--- config.mk ---
export PLATFORM = sky130hd
export DESIGN_NAME = alu_seq_arbiter
export DESIGN_NICKNAME = d
export VERILOG_FILES = /design/src/rtl/alu_pkg.sv /design/src/rtl/alu_seq_arbiter_rr_arbiter2.sv /design/src/rtl/alu_seq_arbiter.sv
export SDC_FILE = /design/constraint.sdc
export NUM_CORES = 1
export LEC_CHECK = 0
export BUFFER_PORTS_ARGS = -buffer_cell sky130_fd_sc_hd__buf_4
export CORE_ASPECT_RATIO = 1.2
export CORE_MARGIN = 5
export CORE_UTILIZATION = 40
export DETAILED_ROUTE_END_ITERATION = 12
export MAX_ROUTING_LAYER = met4
export PLACE_DENSITY_LB_ADDON = 0.15
export SLEW_MARGIN = 15
export SYNTH_ARGS = -nofsm -noshare
export SYNTH_HDL_FRONTEND = slang
export SYNTH_SLANG_ARGS = --single-unit
export TNS_END_PERCENT = 100
--- constraint.sdc ---
create_clock -name CLK -period 2.2 [get_ports CLK]
set_input_delay 0.22 -clock CLK [delete_from_list [all_inputs] [get_ports CLK]]
set_output_delay 0.22 -clock CLK [all_outputs]
set_load 0.01 [all_outputs]
--- src/rtl/alu_pkg.sv ---
// ---------------------------------------------------------------------------
// alu_pkg
// Shared types and constants for the sequenced ALU arbiter.
//   DW          : ALU datapath width (wide operands are 2*DW)
//   NREQ        : number of requesters (fixed at 2)
//   alu_op_t    : ALU opcode encoding as understood by the external ALU
//   seq_state_t : sequencing FSM states
//   carry_out   : carry/borrow out of the low-byte pass
// ---------------------------------------------------------------------------
package alu_pkg;

    localparam int DW   = 8;
    localparam int NREQ = 2;

    typedef enum logic [1:0] {
        AND = 2'd0,
        ADD = 2'd1,
        XOR = 2'd2,
        SUB = 2'd3
    } alu_op_t;

    typedef enum logic [2:0] {
        IDLE = 3'd0,
        LO   = 3'd1,
        HI   = 3'd2,
        FIX  = 3'd3,
        DONE = 3'd4
    } seq_state_t;

    // Carry out of an unsigned ADD shows up as a wrapped sum smaller than an
    // addend; a borrow out of SUB happens exactly when the minuend is smaller.
    function automatic logic carry_out(input alu_op_t        op,
                                       input logic [DW-1:0] a,
                                       input logic [DW-1:0] b,
                                       input logic [DW-1:0] r);
        case (op)
            ADD:     return (r < a);
            SUB:     return (a < b);
            default: return 1'b0;
        endcase
    endfunction

endpackage

--- src/rtl/alu_seq_arbiter_rr_arbiter2.sv ---
// ---------------------------------------------------------------------------
// rr_arbiter2
// Two-way round-robin grant. Holds only the "last granted" pointer.
//   clk, reset : clock, synchronous active-high reset
//   req [1:0]  : candidate requests (already qualified by the caller)
//   gnt [1:0]  : combinational one-hot grant; a nonzero grant is taken as
//                accepted on the next clk edge and advances the pointer
// ---------------------------------------------------------------------------
module rr_arbiter2 (
    input  logic       clk,
    input  logic       reset,
    input  logic [1:0] req,
    output logic [1:0] gnt
);

    // last = index of the requester granted most recently; resets to 1 so
    // requester 0 wins the first contested grant.
    logic last;

    always_comb begin
        gnt = 2'b00;
        case (req)
            2'b01:   gnt = 2'b01;
            2'b10:   gnt = 2'b10;
            2'b11:   gnt = last ? 2'b01 : 2'b10;
            default: gnt = 2'b00;
        endcase
    end

    always_ff @(posedge clk) begin
        if (reset) begin
            last <= 1'b1;
        end else if (|gnt) begin
            last <= gnt[1];
        end
    end

endmodule

--- src/rtl/alu_seq_arbiter.sv ---
// ---------------------------------------------------------------------------
// alu_seq_arbiter
// Shares one 8-bit ALU between two requesters. 16-bit operations run as a
// low-byte pass, a high-byte pass and, for ADD/SUB with carry/borrow out of
// the low byte, a FIX pass that applies +1/-1 to the high byte.
//   CLK, Reset        : clock, synchronous active-high reset
//   ReqValid/ReqReady : per-requester request handshake (see below)
//   ReqOp/ReqWide     : opcode and width per requester
//   ReqA/ReqB         : 16-bit operands per requester
//   RspValid/RspData  : one-cycle one-hot response pulse and its 16-bit data
//   Busy              : high whenever the sequencer is not IDLE
//   ALUOp/ALUSrcA/ALUSrcB/Result : port to the external combinational ALU
//   dbg_state         : current sequencer state
//
// Handshake: a requester raises ReqValid and holds it with stable payload
// until it sees its ReqReady bit high; the request is accepted on that CLK
// edge. ReqReady is only ever high in IDLE. There is no response
// backpressure: RspValid is a single-cycle pulse that must be taken.
// ---------------------------------------------------------------------------
module alu_seq_arbiter
    import alu_pkg::*;
(
    input  logic                 CLK,
    input  logic                 Reset,
    input  logic [1:0]           ReqValid,
    input  logic [1:0][1:0]      ReqOp,
    input  logic [1:0]           ReqWide,
    input  logic [1:0][2*DW-1:0] ReqA,
    input  logic [1:0][2*DW-1:0] ReqB,
    output logic [1:0]           ReqReady,
    output logic [1:0]           RspValid,
    output logic [2*DW-1:0]      RspData,
    output logic                 Busy,
    output logic [1:0]           ALUOp,
    output logic [DW-1:0]        ALUSrcA,
    output logic [DW-1:0]        ALUSrcB,
    input  logic [DW-1:0]        Result,
    output seq_state_t           dbg_state
);

    seq_state_t      state;
    logic            owner;
    alu_op_t         op;
    logic            wide;
    logic [2*DW-1:0] a;
    logic [2*DW-1:0] b;
    logic [DW-1:0]   lo;
    logic [DW-1:0]   hi;
    logic            carry;

    logic [1:0]      arb_req;
    logic            gidx;

    assign dbg_state = state;

    // Requests are only offered to the arbiter in IDLE, so the pointer moves
    // exactly on accept edges.
    assign arb_req = (state == IDLE) ? ReqValid : 2'b00;
    assign gidx    = ReqReady[1];

    rr_arbiter2 u_arb (
        .clk   (CLK),
        .reset (Reset),
        .req   (arb_req),
        .gnt   (ReqReady)
    );

    // All outputs except ReqReady are registered: each transition loads the
    // ALU operands for the state being entered, so the ALU sees them for the
    // whole of that state and Result is captured at its end.
    always_ff @(posedge CLK) begin
        if (Reset) begin
            state    <= IDLE;
            owner    <= 1'b0;
            op       <= AND;
            wide     <= 1'b0;
            a        <= '0;
            b        <= '0;
            lo       <= '0;
            hi       <= '0;
            carry    <= 1'b0;
            RspValid <= 2'b00;
            RspData  <= '0;
            Busy     <= 1'b0;
            ALUOp    <= 2'b00;
            ALUSrcA  <= '0;
            ALUSrcB  <= '0;
        end else begin
            case (state)
                IDLE: begin
                    RspValid <= 2'b00;
                    RspData  <= '0;
                    if (|ReqReady) begin
                        owner   <= gidx;
                        op      <= alu_op_t'(ReqOp[gidx]);
                        wide    <= ReqWide[gidx];
                        a       <= ReqA[gidx];
                        b       <= ReqB[gidx];
                        lo      <= '0;
                        hi      <= '0;
                        carry   <= 1'b0;
                        ALUOp   <= ReqOp[gidx];
                        ALUSrcA <= ReqA[gidx][DW-1:0];
                        ALUSrcB <= ReqB[gidx][DW-1:0];
                        Busy    <= 1'b1;
                        state   <= LO;
                    end
                end

                LO: begin
                    lo    <= Result;
                    carry <= carry_out(op, a[DW-1:0], b[DW-1:0], Result);
                    if (wide) begin
                        ALUSrcA <= a[2*DW-1:DW];
                        ALUSrcB <= b[2*DW-1:DW];
                        state   <= HI;
                    end else begin
                        ALUOp    <= 2'b00;
                        ALUSrcA  <= '0;
                        ALUSrcB  <= '0;
                        RspValid <= owner ? 2'b10 : 2'b01;
                        RspData  <= {{DW{1'b0}}, Result};
                        state    <= DONE;
                    end
                end

                HI: begin
                    hi <= Result;
                    if (((op == ADD) || (op == SUB)) && carry) begin
                        // Same opcode with SrcB=1 turns ADD into +carry and
                        // SUB into -borrow on the high byte.
                        ALUSrcA <= Result;
                        ALUSrcB <= {{(DW-1){1'b0}}, 1'b1};
                        state   <= FIX;
                    end else begin
                        ALUOp    <= 2'b00;
                        ALUSrcA  <= '0;
                        ALUSrcB  <= '0;
                        RspValid <= owner ? 2'b10 : 2'b01;
                        RspData  <= {Result, lo};
                        state    <= DONE;
                    end
                end

                FIX: begin
                    hi       <= Result;
                    ALUOp    <= 2'b00;
                    ALUSrcA  <= '0;
                    ALUSrcB  <= '0;
                    RspValid <= owner ? 2'b10 : 2'b01;
                    RspData  <= {Result, lo};
                    state    <= DONE;
                end

                DONE: begin
                    RspValid <= 2'b00;
                    RspData  <= '0;
                    Busy     <= 1'b0;
                    state    <= IDLE;
                end

                default: begin
                    RspValid <= 2'b00;
                    RspData  <= '0;
                    Busy     <= 1'b0;
                    ALUOp    <= 2'b00;
                    ALUSrcA  <= '0;
                    ALUSrcB  <= '0;
                    state    <= IDLE;
                end
            endcase
        end
    end

endmodule

==> flow_summary.ini <==
[routing]
drt_iter0_markers = 227
wirelength_microns = 11640
wire_per_inst_microns = 15.68
ant_nets = 0
first_pass_iters = 4
drcViolationCount = 0
vias_per_cell = 5.241
vias = 3889

[cells_and_area]
finalNonFillerCells = 742
drive_gt1_frac = 0.2825
insertedDiodeCount = 0
areaGrowthSynthToFinish_pct = 31.74
fin_nets = 710

[timing]
slew_violations = 0
rsz0062_at_grt = no
finalSetupTns_ns = 0
fin_skew_ns = 0.004744
tightest_slew_ns = 0.7929
period_share = 0.8731
setup_viol = 0
slew_headroom = 0.4713
period_needed_ns = 1.921
fmax_mhz = 520.6
holdWs_ns = 0.1639
finalHoldViolCount = 0

[logic_synthesis]
synthSimpleGateAreaFrac = 0.2231
ys_warn_count = 0
synth_xor_area_frac = 0
syn_avg_cell_area_sq_um = 8.127
synth_seq_cells = 86
synth_seq_area_share = 0.4212
synth_compound_area_frac = 0.2531
synth_ff_type = dfxtp_1
ys_types = 48
syn-num-nets = 599
syn-cell-area_sq_um = 4088
ys_async_sr_fraction = 0
synth_top_family_by_area = compound AO/OA/AOI/OAI gates
synth-adder-area-share = 0.04285
synthCells = 503
synth-edff-count = 0
synth.area.mux_share = 0

[floorplan]
core-area_sq_um = 10010
rows = 40
die_h_microns = 120.7
pin_count = 124
dieArea_sq_um = 12350
start_util = 0.4084
die_w_microns = 102.3

[power]
pwr-share-comb = 0.281
internal_power_uw = 3234
power_switching_uw = 1448
power.leakage_uw = 0.002305
sequentialPowerShare = 0.407
clockPowerShare = 0.313
max-vdd-ir-drop_uv = 381.4
swShare = 0.3093
p_per_area_nw_per_um2 = 869.4

[clock_tree]
htreeDepth = 3
insertion_delay_ns = 0.33
clock_path_buffers = 2
cts_made_buffers = 9
root_buffer = clkbuf_16
hold_buffers = 0
cts_setup_buffers = 0
postCtsResizedCells = 0
clock_sinks = 86
cts_tree = yes
clkTransAtPathRegs_ns = 0.06

[global_routing]
grt_use_total = 0.1974
grt_use_met3 = 0.02770
met1_usage = 0.2428
busiest_layer = met2
grt_max_degree = 64
grt_pass1_vias = 3781
grt_pass1_wl_microns = 18660
grt_overflow = 0
antenna_found_initial = 0
met2_usage = 0.3183

[place]
place_inst = 729
gp_congestion = 0.8052
hpwlAfterDp_microns = 8912
port_buffers = 123

[critical_path]
endpoint_kind = output pin
path_max_fanout = 18
critPathKind = reg -> out
cp.required_ns = 1.98
crit_chain = nor3_2 > nand2_2 > inv_2 > buf_4
crit_arrival_ns = 1.70
cp-start-kind = flip-flop
cpPeakStageDelay_ns = 0.43
slowest_stage = dfxtp_1

[min_path]
hp-class = in -> reg

[job]
max-cap-violations = 0

[status]
status = complete, no violations
==> power groups by stage <==
stage               Sequential (uW)  Combinational [uW]  Clock [uW]
floorplan                      1910                 858           0
global placement               1930                1290           0
detailed placement             1940                1330           0
CTS                            1900                1330        1490
global route                   1930                1460        1560
finish                         1900                1310        1460
==> layer usage <==
layer / wire [microns] / part of all wire
met1: 4917 / 0.42
met2: 5698 / 0.49
met3: 621 / 0.053
met4: 400 / 0.034
met5: 0 / 0
==> registers in the layout, indices dropped and copies added (netlist names), 3 cells and up <==
signal     count
RspData       16
a             16
b             16
ALUSrcA        8
ALUSrcB        8
lo             8
dbg_state      3
==> area by class of cell <==
type                    count  area [sq um]
fillers                   981          4624
multi-input cells         365          2126
flip-flops and latches     86          1722
repair buffers            135          1039
clock buffers              11         242.7
well taps                 126         157.7
inverters                  17         63.81
clock inverters             2         35.03
==> Yosys cell counts (2+ instances only) <==
master | n | area, sq um
inv_1 | 15 | 56.30
nor3b_1 | 2 | 15.01
nor2b_1 | 2 | 12.51
a2111oi_0 | 2 | 17.52
nand3b_1 | 3 | 22.52
a221oi_1 | 8 | 70.07
buf_2 | 11 | 55.05
a22o_1 | 10 | 87.58
nand4b_1 | 2 | 17.52
a21o_1 | 8 | 60.06
nor3_1 | 2 | 10.01
inv_2 | 2 | 7.510
clkbuf_1 | 15 | 56.30
nor4_1 | 2 | 12.51
o21ai_1 | 5 | 25.02
nand2_1 | 142 | 533.0
ha_1 | 14 | 175.2
nand3_1 | 8 | 40.04
and3_1 | 2 | 12.51
nor2_1 | 33 | 123.9
buf_4 | 3 | 22.52
a22oi_1 | 16 | 120.1
buf_6 | 3 | 33.78
dfxtp_1 | 86 | 1722
o21ai_0 | 17 | 85.08
nand2b_1 | 2 | 12.51
and2_1 | 2 | 12.51
a311oi_2 | 14 | 210.2
buf_1 | 2 | 7.510
a311oi_1 | 3 | 26.28
o21a_1 | 2 | 15.01
a21oi_1 | 45 | 225.2
nor2_2 | 2 | 12.51
o211ai_1 | 4 | 30.03
==> cell usage in the layout (no fill, tap or decap), types with 2 or more instances in the layout <==
master	netlist	routed
a2111oi_0	2	2
a21o_1	8	8
a21oi_1	45	45
a221oi_1	8	8
a22o_1	10	10
a22oi_1	16	16
a311oi_1	3	3
a311oi_2	14	14
and2_1	2	2
and3_1	2	2
buf_12	0	2
buf_4	3	133
clkbuf_16	0	9
dfxtp_1	86	86
ha_1	14	14
inv_1	15	15
inv_2	2	2
nand2_1	142	142
nand2b_1	2	2
nand3_1	8	8
nand3b_1	3	3
nand4b_1	2	2
nor2_1	33	33
nor2_2	2	2
nor2b_1	2	2
nor3_1	2	2
nor3b_1	2	2
nor4_1	2	2
o211ai_1	4	4
o21a_1	2	2
o21ai_0	17	17
o21ai_1	5	4
==> worst paths after layout <==
kind         depth (start not counted)                       to                 startpoint  slack (ns)
max                                  4              ReqReady[1]  dbg_state[1]$_SDFFE_PP0P_        0.28
min                                  3        b[9]$_SDFFE_PP0P_                   ReqB[25]        0.16
max reg2reg                          5       lo[5]$_SDFFE_PP0P_  dbg_state[1]$_SDFFE_PP0P_        0.34
min reg2reg                          2  RspData[1]$_SDFFE_PP0P_    RspData[1]$_SDFFE_PP0P_        0.45
==> cells by family (layout without fill, tap and decap cells) <==
kind of cell,Yosys count,in the layout
buf+inv,52,165
fa+ha+maj,14,14
compound gates,140,140
flops,86,86
simple gates,211,211
==> stage by stage <==
step | total power, uW | setup WS (ns) | instance area [sq um] | util
after floorplan | 2768 | 0.5605 | 4088 | -
after global placement | 3223 | 0.4115 | 5104 | 0.5099
after detailed placement | 3262 | 0.3462 | 5107 | 0.5103
after CTS | 4720 | 0.2662 | 5385 | 0.5380
after global routing | 4943 | 0.1551 | 5385 | 0.5380
final | 4682 | 0.2791 | 5385 | 0.5380
==> worst max-delay path: cells and delay by family, from the launching register on <==
kind,cells,cell delay (ns)
buf+inv,2,0.44
simple gates,2,0.49
flops,1,0.43
No activity file was read; power rests on OpenSTA's default activity.
